File: src/rtl/text_run_scheduler.sv
// Steps a run of ASCII characters from a synchronous text buffer through one
// glyph renderer, advancing the cursor and wrapping lines at a right-hand limit.
module text_run_scheduler #(
  parameter int X_W    = 10,
  parameter int Y_W    = 9,
  parameter int CHAR_W = 7,
  parameter int SIZE_W = 4,
  parameter int IDX_W  = 6,
  parameter int FONT_W = 5,
  parameter int FONT_H = 7
) (
  input  logic              clock,
  input  logic              resetn,
  input  logic              start,
  input  logic              abort,
  input  logic [X_W-1:0]    base_x,
  input  logic [Y_W-1:0]    base_y,
  input  logic [X_W-1:0]    wrap_x,
  input  logic [SIZE_W-1:0] size,
  input  logic [IDX_W-1:0]  char_count,
  output logic [IDX_W-1:0]  buf_idx,
  input  logic [CHAR_W-1:0] buf_data,
  output logic [CHAR_W-1:0] r_char,
  output logic [X_W-1:0]    r_origin_x,
  output logic [Y_W-1:0]    r_origin_y,
  output logic [SIZE_W-1:0] r_size,
  output logic              r_enable,
  input  logic              r_finished,
  output logic              busy,
  output logic              done
);

  localparam logic [2:0] S_IDLE  = 3'd0;
  localparam logic [2:0] S_FETCH = 3'd1;
  localparam logic [2:0] S_LOAD  = 3'd2;
  localparam logic [2:0] S_RUN   = 3'd3;
  localparam logic [2:0] S_GAP   = 3'd4;
  localparam logic [2:0] S_NEXT  = 3'd5;
  localparam logic [2:0] S_DONE  = 3'd6;

  localparam logic [CHAR_W-1:0] CH_NL = CHAR_W'(10);
  localparam logic [CHAR_W-1:0] CH_SP = CHAR_W'(32);
  localparam logic [X_W-1:0]    PITCH_K = X_W'(FONT_W + 1);
  localparam logic [X_W-1:0]    GLYPH_K = X_W'(FONT_W);
  localparam logic [Y_W-1:0]    LINE_K  = Y_W'(FONT_H + 1);

  logic [2:0]       r_state;
  logic [X_W-1:0]   r_base_x;
  logic [X_W-1:0]   r_wrap_x;
  logic [IDX_W-1:0] r_count;
  logic [IDX_W-1:0] r_idx;
  logic [X_W-1:0]   r_cur_x;
  logic [Y_W-1:0]   r_cur_y;

  logic [X_W-1:0]   w_pitch_x;
  logic [Y_W-1:0]   w_line_h;
  logic [X_W-1:0]   w_right;
  logic [Y_W-1:0]   w_next_y;
  logic             w_wrap;
  logic [IDX_W:0]   w_idx_inc;

  // Geometry is derived from the captured size so the run is immune to input changes.
  assign w_pitch_x = X_W'(r_size) * PITCH_K;
  assign w_line_h  = Y_W'(r_size) * LINE_K;
  assign w_right   = r_cur_x + X_W'(r_size) * GLYPH_K;
  assign w_next_y  = r_cur_y + w_line_h;
  // A glyph already at the margin never wraps, so oversized glyphs cannot loop.
  assign w_wrap    = (w_right > r_wrap_x) && (r_cur_x != r_base_x);
  assign w_idx_inc = {1'b0, r_idx} + {{IDX_W{1'b0}}, 1'b1};

  assign buf_idx = r_idx;
  assign busy    = (r_state != S_IDLE);

  always_ff @(posedge clock or negedge resetn) begin
    if (!resetn) begin
      r_state    <= S_IDLE;
      r_base_x   <= '0;
      r_wrap_x   <= '0;
      r_count    <= '0;
      r_idx      <= '0;
      r_cur_x    <= '0;
      r_cur_y    <= '0;
      r_char     <= '0;
      r_origin_x <= '0;
      r_origin_y <= '0;
      r_size     <= '0;
      r_enable   <= 1'b0;
      done       <= 1'b0;
    end else if (abort) begin
      r_state  <= S_IDLE;
      r_enable <= 1'b0;
      done     <= 1'b0;
    end else begin
      done <= 1'b0;
      case (r_state)
        S_IDLE: begin
          if (start) begin
            r_base_x <= base_x;
            r_wrap_x <= wrap_x;
            r_size   <= size;
            r_count  <= char_count;
            r_cur_x  <= base_x;
            r_cur_y  <= base_y;
            r_idx    <= '0;
            r_state  <= (char_count == '0) ? S_DONE : S_FETCH;
          end
        end
        S_FETCH: r_state <= S_LOAD;
        S_LOAD: begin
          if (buf_data == CH_NL) begin
            r_cur_x <= r_base_x;
            r_cur_y <= w_next_y;
            r_state <= S_NEXT;
          end else if (buf_data == CH_SP) begin
            r_cur_x <= r_cur_x + w_pitch_x;
            r_state <= S_NEXT;
          end else begin
            if (w_wrap) begin
              r_cur_x    <= r_base_x;
              r_cur_y    <= w_next_y;
              r_origin_x <= r_base_x;
              r_origin_y <= w_next_y;
            end else begin
              r_origin_x <= r_cur_x;
              r_origin_y <= r_cur_y;
            end
            r_char   <= buf_data;
            r_enable <= 1'b1;
            r_state  <= S_RUN;
          end
        end
        S_RUN: begin
          if (r_finished) begin
            r_enable <= 1'b0;
            r_cur_x  <= r_cur_x + w_pitch_x;
            r_state  <= S_GAP;
          end
        end
        S_GAP: r_state <= S_NEXT;
        S_NEXT: begin
          r_idx   <= w_idx_inc[IDX_W-1:0];
          // Compare one bit wider so a full-length run terminates before idx wraps.
          r_state <= (w_idx_inc == {1'b0, r_count}) ? S_DONE : S_FETCH;
        end
        S_DONE: begin
          done    <= 1'b1;
          r_state <= S_IDLE;
        end
        default: r_state <= S_IDLE;
      endcase
    end
  end

endmodule

File: config.mk
export PLATFORM = sky130hd
export DESIGN_NAME = text_run_scheduler
export DESIGN_NICKNAME = d
export VERILOG_FILES = /design/src/rtl/text_run_scheduler.sv
export SDC_FILE = /design/constraint.sdc
export NUM_CORES = 1
export LEC_CHECK = 0
export CORE_ASPECT_RATIO = 1.5
export CORE_UTILIZATION = 45
export CTS_BUF_LIST = sky130_fd_sc_hd__clkbuf_8
export CTS_CLUSTER_DIAMETER = 60
export DETAILED_ROUTE_END_ITERATION = 10
export PLACE_DENSITY_LB_ADDON = 0.2
export SKIP_LAST_GASP = 1
export SYNTH_ARGS = -nofsm -noshare
export SYNTH_HDL_FRONTEND = slang
export SYNTH_SLANG_ARGS = --single-unit
File: constraint.sdc
create_clock -name clock -period 6.4 [get_ports clock]
set_clock_uncertainty 0.2 [all_clocks]
set_input_delay 0.96 -clock clock [delete_from_list [all_inputs] [get_ports clock]]
set_output_delay 0.96 -clock clock [all_outputs]
set_load 0.02 [all_outputs]
==> results of run 1 <==
[final cells by class]
cell class | instances | area share, %
Multi-Input combinational cell | 463 | 47.06
Sequential cell | 86 | 31.77
Timing Repair Buffer | 93 | 13.56
Tap cell | 153 | 2.826
Clock buffer | 10 | 2.032
Inverter | 27 | 1.496
Clock inverter | 6 | 1.256
[flip-flops by register name (all words and copies together) (netlist names)]
signal,cells
r_wrap_x,10
done,1
r_state,3
r_origin_y,9
r_cur_x,10
r_base_x,10
r_size,4
r_char,7
r_origin_x,10
r_count,6
r_cur_y,9
buf_idx,6
r_enable,1
[kinds of logic after synthesis]
| group | after synthesis | synth area share (%) |
|---|---|---|
| flops | 86 | 38.65 |
| mux | 29 | 5.573 |
| fa+ha+maj | 43 | 10.47 |
| compound gates | 138 | 16.90 |
| xor+xnor | 34 | 5.843 |
| buf+inv | 55 | 4.225 |
| simple gates | 219 | 18.34 |
[layout by cell type (no fill, tap or decap), types with 6 or more instances in the layout]
cell and instances:
sky130_fd_sc_hd__nand3_1 11, sky130_fd_sc_hd__o211ai_1 9, sky130_fd_sc_hd__a221o_1 10, sky130_fd_sc_hd__nand4_1 6, sky130_fd_sc_hd__nor2_1 41, sky130_fd_sc_hd__and2_1 8
sky130_fd_sc_hd__clkdlybuf4s50_1 88, sky130_fd_sc_hd__nand2_1 105, sky130_fd_sc_hd__clkbuf_8 10, sky130_fd_sc_hd__dfrtp_1 86, sky130_fd_sc_hd__a21oi_1 32, sky130_fd_sc_hd__o21ai_0 35
sky130_fd_sc_hd__xor2_1 7, sky130_fd_sc_hd__mux2i_1 16, sky130_fd_sc_hd__nand2b_1 7, sky130_fd_sc_hd__fa_1 6, sky130_fd_sc_hd__xnor2_1 25, sky130_fd_sc_hd__inv_1 28
sky130_fd_sc_hd__a21o_1 8, sky130_fd_sc_hd__nor3_1 7, sky130_fd_sc_hd__ha_1 37, sky130_fd_sc_hd__mux2_2 12
[metal layers]
metal	GRT usage [%]	up-vias	part of all wire, %
li1	-	2283	-
met1	28.77	2270	40
met2	41.91	132	51
met3	3.795	36	4.2
met4	12.87	0	4.2
met5	0	-	0
[power breakdown]
group	leakage (nW)	internal, mW	switching [mW]
clock	0.114	0.230	0.209
combinational	1.84	1.17	1.41
sequential	1.07	0.785	0.289
[path summary, 6_finish.rpt]
check / to / slack [ns] / depth (start not counted)
max in group asynchronous: r_char[2] / 4.62 / 2
max: r_cur_x[3] / 1.07 / 17
min: r_cur_y[1] / 0.28 / 2
min reg2reg: r_cur_y[1] / 0.28 / 2
min in group asynchronous: r_wrap_x[7] / 0.36 / 1
max reg2reg: r_cur_x[3] / 1.07 / 17
[worst max-delay path, delay by kind of cell (launching register included)]
family / cells / cell delay (ns)
buffers and inverters: 1 / 0.33
AND/OR/NAND/NOR: 3 / 0.96
XOR/XNOR: 1 / 0.15
flip-flops: 1 / 0.50
adder cells (fa/ha/maj): 4 / 1.50
AO/OA/AOI/OAI: 8 / 1.58
==> impl_summary.md, run 1 <==
Setup path
The first element of the critical path is r_size[1]. The worst setup path is of the flip-flop to flip-flop kind. The cell that appears most often on the critical path is sky130_fd_sc_hd__ha_1.

Walking the worst path, the cells encountered are ha_1 -> fa_1 -> ha_1 -> a21o_1 -> a21oi_1 -> o21bai_1 -> a21oi_1 -> nor2_1 -> xor2_1 -> ha_1 -> nand4_1 -> a211oi_2 -> a2111oi_4 -> nor3_4 -> buf_4 -> o21ai_0 -> a221o_1. The source of the worst register-to-register timing path is r_size[1]. The data arrival time of the critical path is 5.39 ns.

STA puts the critical path data required time at about 6.5 ns. On the worst path, the slowest cell contributes a delay of ~0.74 ns. The worst setup path is captured at a flip-flop. The startpoint kind of the worst setup timing path is a flip-flop. Among all stages on the critical path, the largest delay is contributed by sky130_fd_sc_hd__nor3_4.

The worst-path maximum fanout is 17.

Clock tree
Hold repair after CTS inserted 0 buffers. After clock tree synthesis, the clock-pin slew on the worst setup and hold paths is around 0.090 ns. CTS built an H-tree with a depth of 3. The CTS buffer count is 9. The clock tree from TritonCTS is yes. The clock reaches the later pin of the worst-skew pair after 0.37 ns. The root buffer selected by CTS is sky130_fd_sc_hd__clkbuf_8. The clock passes through at most 2 buffers.

The post-CTS setup buffer count is 0. The clock drives 86 sinks. Gates resized during post-CTS repair numbered 0.

STA
The count of final setup violators is 0. Setup repair after global routing left no endpoint under its margin. The number of hold violations in the final report is 0. The slew of the pin with the lowest slew margin is between 1 and 1.5 ns.

Measured against its own limit, the worst slew margin works out to a little over a quarter. The final-layout worst hold slack is approximately 0.28 ns. The final worst-path cycle share is between 80% and 90%. The sum of negative setup slack is 0 ns. The fmax is between 150 and 200 MHz. The final critical delay including setup and external delays is roughly 5.3 ns. The max-slew violation total from the final report came to 0. The worst path setup slack after routing is 1.074 ns.

Finish
The total inserted antenna cells is 0. The number of nets in the final layout is 774. Once layout is complete, the utilization of the core stands at a little under three fifths. Relative to the synthesized area, the layout overhead comes to 21.66%. The count of cells in the finished layout, fillers not included, comes to 838. The cell area after layout is just under 0.007 sq mm. Registers take roughly 0.0022 sq mm. The filler cell count is approximately 1100. The area of the multi-input gates is approximately 0.0032 sq mm. The ratio of cells with drive above 1 in the final layout is under 10%.

Floorplan
The core outline area is between 0.01 and 0.015 sq mm. From left edge to right edge, the die measures just over 90 microns. The vertical extent of the die is between 100 and 150 microns. The standard-cell row count is 49. The die area is 0.01283 sq mm. For this configuration, the core starts out at a cell density of a little under half.

The top-level I/O count is 90.

Placement
The post-detailed-placement cell area is roughly 0.0066 sq mm. The detailed placement HPWL is about 11000 microns. Including well taps, the total number of placed cells is between 800 and 900.

At the end of routability-driven placement, the weighted congestion stood at ~0.87. The number of input and output port buffers inserted is 89. The setup slack at placement is slightly above 1 ns.

Route
After the first detailed-routing iteration, the DRC count stood at around 250. After detailed routing, the number of vias per cell comes to about 5.6. The detail route stage leaves a number of antenna-violating nets equal to 0. The detailed router placed between 4000 and 5000 vias in this run. The detailed-route wire length is between 10000 and 15000 microns. The per-cell routed wire length is around 18 microns. The first detailed-routing pass ran for 5 iterations.

For this run, design rule violations remaining after detail routing come to 0.

Run
The max-capacitance violation count is 0.

GRT
The first global-routing pass estimated 24460 microns of wire. The number of global-route vias before repair was between 4000 and 5000. The pin count of the biggest net entering global routing is 47. The global-route total usage across every layer is 24.37%. The initial antenna violation count is 0. The global-route congestion overflow total is 0.

Logic synthesis
By area the synthesized netlist is led by sky130_fd_sc_hd__dfrtp_1 (39%), sky130_fd_sc_hd__ha_1 (8.3%), sky130_fd_sc_hd__nand2_1 (7.1%). A synthesized cell averages 9.218 sq um. Counting every instance in the synthesized netlist gives between 600 and 700. Sorting the synthesized cells by how often they occur yields sky130_fd_sc_hd__nand2_1 (105), sky130_fd_sc_hd__dfrtp_1 (86), sky130_fd_sc_hd__nor2_1 (42). The most used flip-flop cell after synthesis is sky130_fd_sc_hd__dfrtp_1.

Counting flops with a built-in enable in the synthesized netlist gives 0. The number of synthesis warnings is 0. The top-area cell type share of the netlist area is 38.65%. Counting flops with an async set or reset pin after synthesis yields a share of 100.0%. The sequential-to-total area share from yosys stat is approximately 39%. In this run the cell area of the synthesized design comes to ~0.0056 sq mm.

The library cell with the largest summed area after synthesis is sky130_fd_sc_hd__dfrtp_1. The synthesized net count is ~700. sky130_fd_sc_hd__nand2_1 is the most common cell in the netlist. The count of state elements after synthesis is 86.

The count of unique library cells instantiated by Yosys is 65.

Worst hold path
The min-delay analysis places its worst path in the category flip-flop to flip-flop. The hold path startpoint is r_cur_y[1].

Outcome
The flow ran to the end, and the final reports show no timing, DRC or antenna violations.

Power and ir drop
The power per unit of standard cell area is between 600 and 700 mW/mm^2. The design draws ~4.1 mW. Summed over all cells, the static leakage comes to just over 3 nW. The worst IR drop on VDD is about 0.23 mV.
(Power assumes the default switching activity.)
==> inputs of run 2 (changes only) <==
Clock period 6.4 ns to 4.55 ns, I/O delays scaled along.
==> run 2 against run 1 <==
  * Hold slack worse by 0.051 ns
  * Clock power is 39% higher
  * Register-to-register slack got worse by 0.95 ns
  * Die area did not move
  * Sequential share of layout area is 1.4 points lower
  * Via count rose by 2.9%
  * Global-route usage is 0.64 points higher
  * Critical path depth down 1
  * Critical endpoint is now r_cur_y[5]
  * Largest cell class unchanged
==> impl_summary.md, run 2 (synthesized netlist as in run 1, its figures left out) <==
Finish
The total inserted antenna cells was 0 (unchanged). The post-route non-filler standard cell count was 863 (+3.0%). The post-synthesis to final-layout area growth is 27.37%. The total area of sequential cells is 0.002155 sq mm (+0.12%). The filler cell count was 1074 (-5.4%). The number of nets in the final layout is 800 (+3.4%).

The ratio of cells with drive above 1 in the final layout came to 12.39% (+5.7 points). The final core utilization was 59.02% (+2.6 points). The library cell used most frequently in the layout, excluding fill and tap cells, is sky130_fd_sc_hd__nand2_1.

The cell area after layout was 0.007092 sq mm (+4.7%). The top cell types in the final layout, fill and taps aside, are sky130_fd_sc_hd__nand2_1 (105), sky130_fd_sc_hd__clkdlybuf4s50_1 (88), sky130_fd_sc_hd__dfrtp_1 (84). The area of the multi-input gates came to 0.003291 sq mm (+3.2%).

Setup path
The worst setup path is captured at a flip-flop. The critical-path cell with the highest stage delay is sky130_fd_sc_hd__fa_1. The most prevalent standard cell on the critical path is sky130_fd_sc_hd__ha_4. The critical path goes through ha_4 -> fa_1 -> ha_4 -> a21oi_4 -> o21bai_1 -> a21oi_2 -> nor2b_1 -> o311ai_1 -> ha_1 -> o21ai_2 -> nor2_2 -> a2111oi_4 -> nor3_4 -> buf_12 -> o211a_4 -> a221o_1. The longest individual stage delay on the worst path is 0.53 ns (-0.21 ns). The worst-path maximum fanout is 12 (-5). The start-to-end type of the worst setup path is flip-flop to flip-flop. The data required time of the worst path is 4.60 ns (-1.87 ns). The data arrival time of the critical path came to 4.47 ns (-0.92 ns). The cell family contributing the most delay on the critical path is compound AO/OA/AOI/OAI gates. The startpoint kind of the worst setup timing path is a flip-flop. The combined buffer and inverter count along the critical path came to 1 (unchanged).

STA
The fmax is 226.2 MHz (+20%). Setup repair after global routing could not meet its margin everywhere. The headroom to the max-slew limit is 25.80% (-0.85 points). The sum of negative setup slack is 0 ns (unchanged).

The slew of the pin with the lowest slew margin was 1.085 ns (-0.01226 ns). The number of hold violations in the final report came to 0 (unchanged). The final worst-path cycle share is 97.16% (+14 points). The final critical delay including setup and external delays is 4.421 ns (-0.9049 ns).

The max-slew violation total from the final report is 0 (unchanged). The count of final setup violators came to 0 (unchanged).

Route
The amount of wire on met3 after detailed routing is 630 microns (+1.1%). The number of iterations in the first detailed-routing pass is 4 (-1). The total number of vias was 4860 (+2.9%). The remaining antenna violation count came to 0 (unchanged). The routed length on met2 came to 8412 microns (+11%). The wire length the detailed router placed on met1 is 5948 microns (-0.52%). The uppermost signal routing layer after detailed routing is met4. The per-cell routed wire length is 18.07 microns (+2.4%).

The violation count after the first detailed-routing iteration was 223 (-10%). The via-per-instance ratio is 5.632 (about the same). The number of DRC violations after detailed routing came to 0 (unchanged).

The detailed-route wire length is 15600 microns (+5.5%).

Placement
The number of input and output port buffers inserted is 89 (unchanged). The post-detailed-placement cell area came to 0.006719 sq mm (+2.6%). The detailed placement HPWL is 11650 microns (+4.7%).

The final weighted congestion in routability-driven placement was 0.8581 (-1.2%). The count of placed standard cells including taps was 840 (+2.2%).

Clock tree
The maximum number of buffers from clock root to sink was 2 (unchanged). The source-to-sink clock delay at the later pin of the worst-skew pair came to 0.36 ns (about the same). The CTS buffer count is 9 (unchanged). The number of levels in the clock H-tree is 3 (unchanged). The clock slew seen by the registers of the worst setup and hold paths came to 0.09 ns (about the same).

The number of sinks driven by the clock tree was 86 (unchanged). The clock tree from TritonCTS is yes. The root buffer selected by CTS is sky130_fd_sc_hd__clkbuf_8.

GRT
The global-route total usage across every layer is 25.01% (+0.64 points). The pin count of the biggest net entering global routing is 66 (+40%). The number of global-route vias before repair is 4980 (+0.91%). The global-route congestion overflow total is 0 (unchanged). The first-pass GRT wire length is 24920 microns (+1.9%).

The initial antenna violation count is 0 (unchanged).

Floorplan
The initial cell density of the core came to 46.33% (unchanged). The standard-cell row count came to 49 (unchanged). The vertical extent of the die is 138.2 microns (unchanged). The top-level I/O count came to 90 (unchanged). The core outline area is 0.01202 sq mm (unchanged). The die outline width was 92.82 microns (unchanged).

The die area is 0.01283 sq mm (unchanged).

Power and ir drop
The static power due to leakage is 3.148 nW (+4.1%). The total power after layout is 6.446 mW (+57%). The power per unit of standard cell area was 909.0 mW/mm^2 (+50%). The worst IR drop on VDD was 0.3493 mV (+55%).

Run
The max-capacitance violation count came to 0 (unchanged).

Outcome
The flow ran to the end, and the final reports show no timing, DRC or antenna violations.

Worst hold path
The path class of the tightest hold or removal check is primary input to async pin.
run 2: layout make-up:
class                      instances  area share (%)
clock inverter                     6           1.235
multi-input combinational        463           46.40
tap                              153           2.699
inverter                          27           1.429
sequential                        86           30.38
timing repair buffer             119           16.11
clock buffer                       9           1.747
run 2: report_power, final:
group          leakage (nW)  switching (mW)  internal, mW
logic                  1.98            2.25          2.12
clock network         0.103           0.302         0.307
registers              1.06           0.360          1.11
total                  3.15            2.91          3.53
run 2: final timing paths:
kind | from | endpoint | slack, ns | cells after the start
setup / recovery | r_size[1] | r_cur_y[5] | 0.13 | 16
hold / removal | resetn | r_base_x[4] | 0.23 | 1
setup reg to reg | r_size[1] | r_cur_y[5] | 0.13 | 16
hold reg to reg | r_cur_y[2] | r_cur_y[2] | 0.29 | 2
max in group asynchronous | resetn | done | 3.10 | 2
min in group clock | r_cur_y[2] | r_cur_y[2] | 0.29 | 2
run 2: routing by layer:
metal | GRT usage [%] | vias to the layer above
li1 | - | 2316
met5 | 0 | -
met3 | 3.465 | 40
met2 | 45.09 | 150
met4 | 11.66 | 0
met1 | 28.59 | 2354
run 2: timing repair:
item,CTS,global route
resized for setup,6,12
setup endpoints to repair,20,18
setup buffers,2,7
pin swaps,7,14
hold buffers,0,0
run 2: through the flow:
| step | hold WS [ns] | setup WS [ns] |
|---|---|---|
| finish | 0.2262 | 0.1291 |
| global route | 0.2890 | -0.02825 |
| CTS | 0.2609 | 0.002863 |
| detailed placement | 0.2670 | -0.2561 |
| global placement | 0.2560 | 0.03467 |
| floorplan | 0.1869 | 0.01395 |
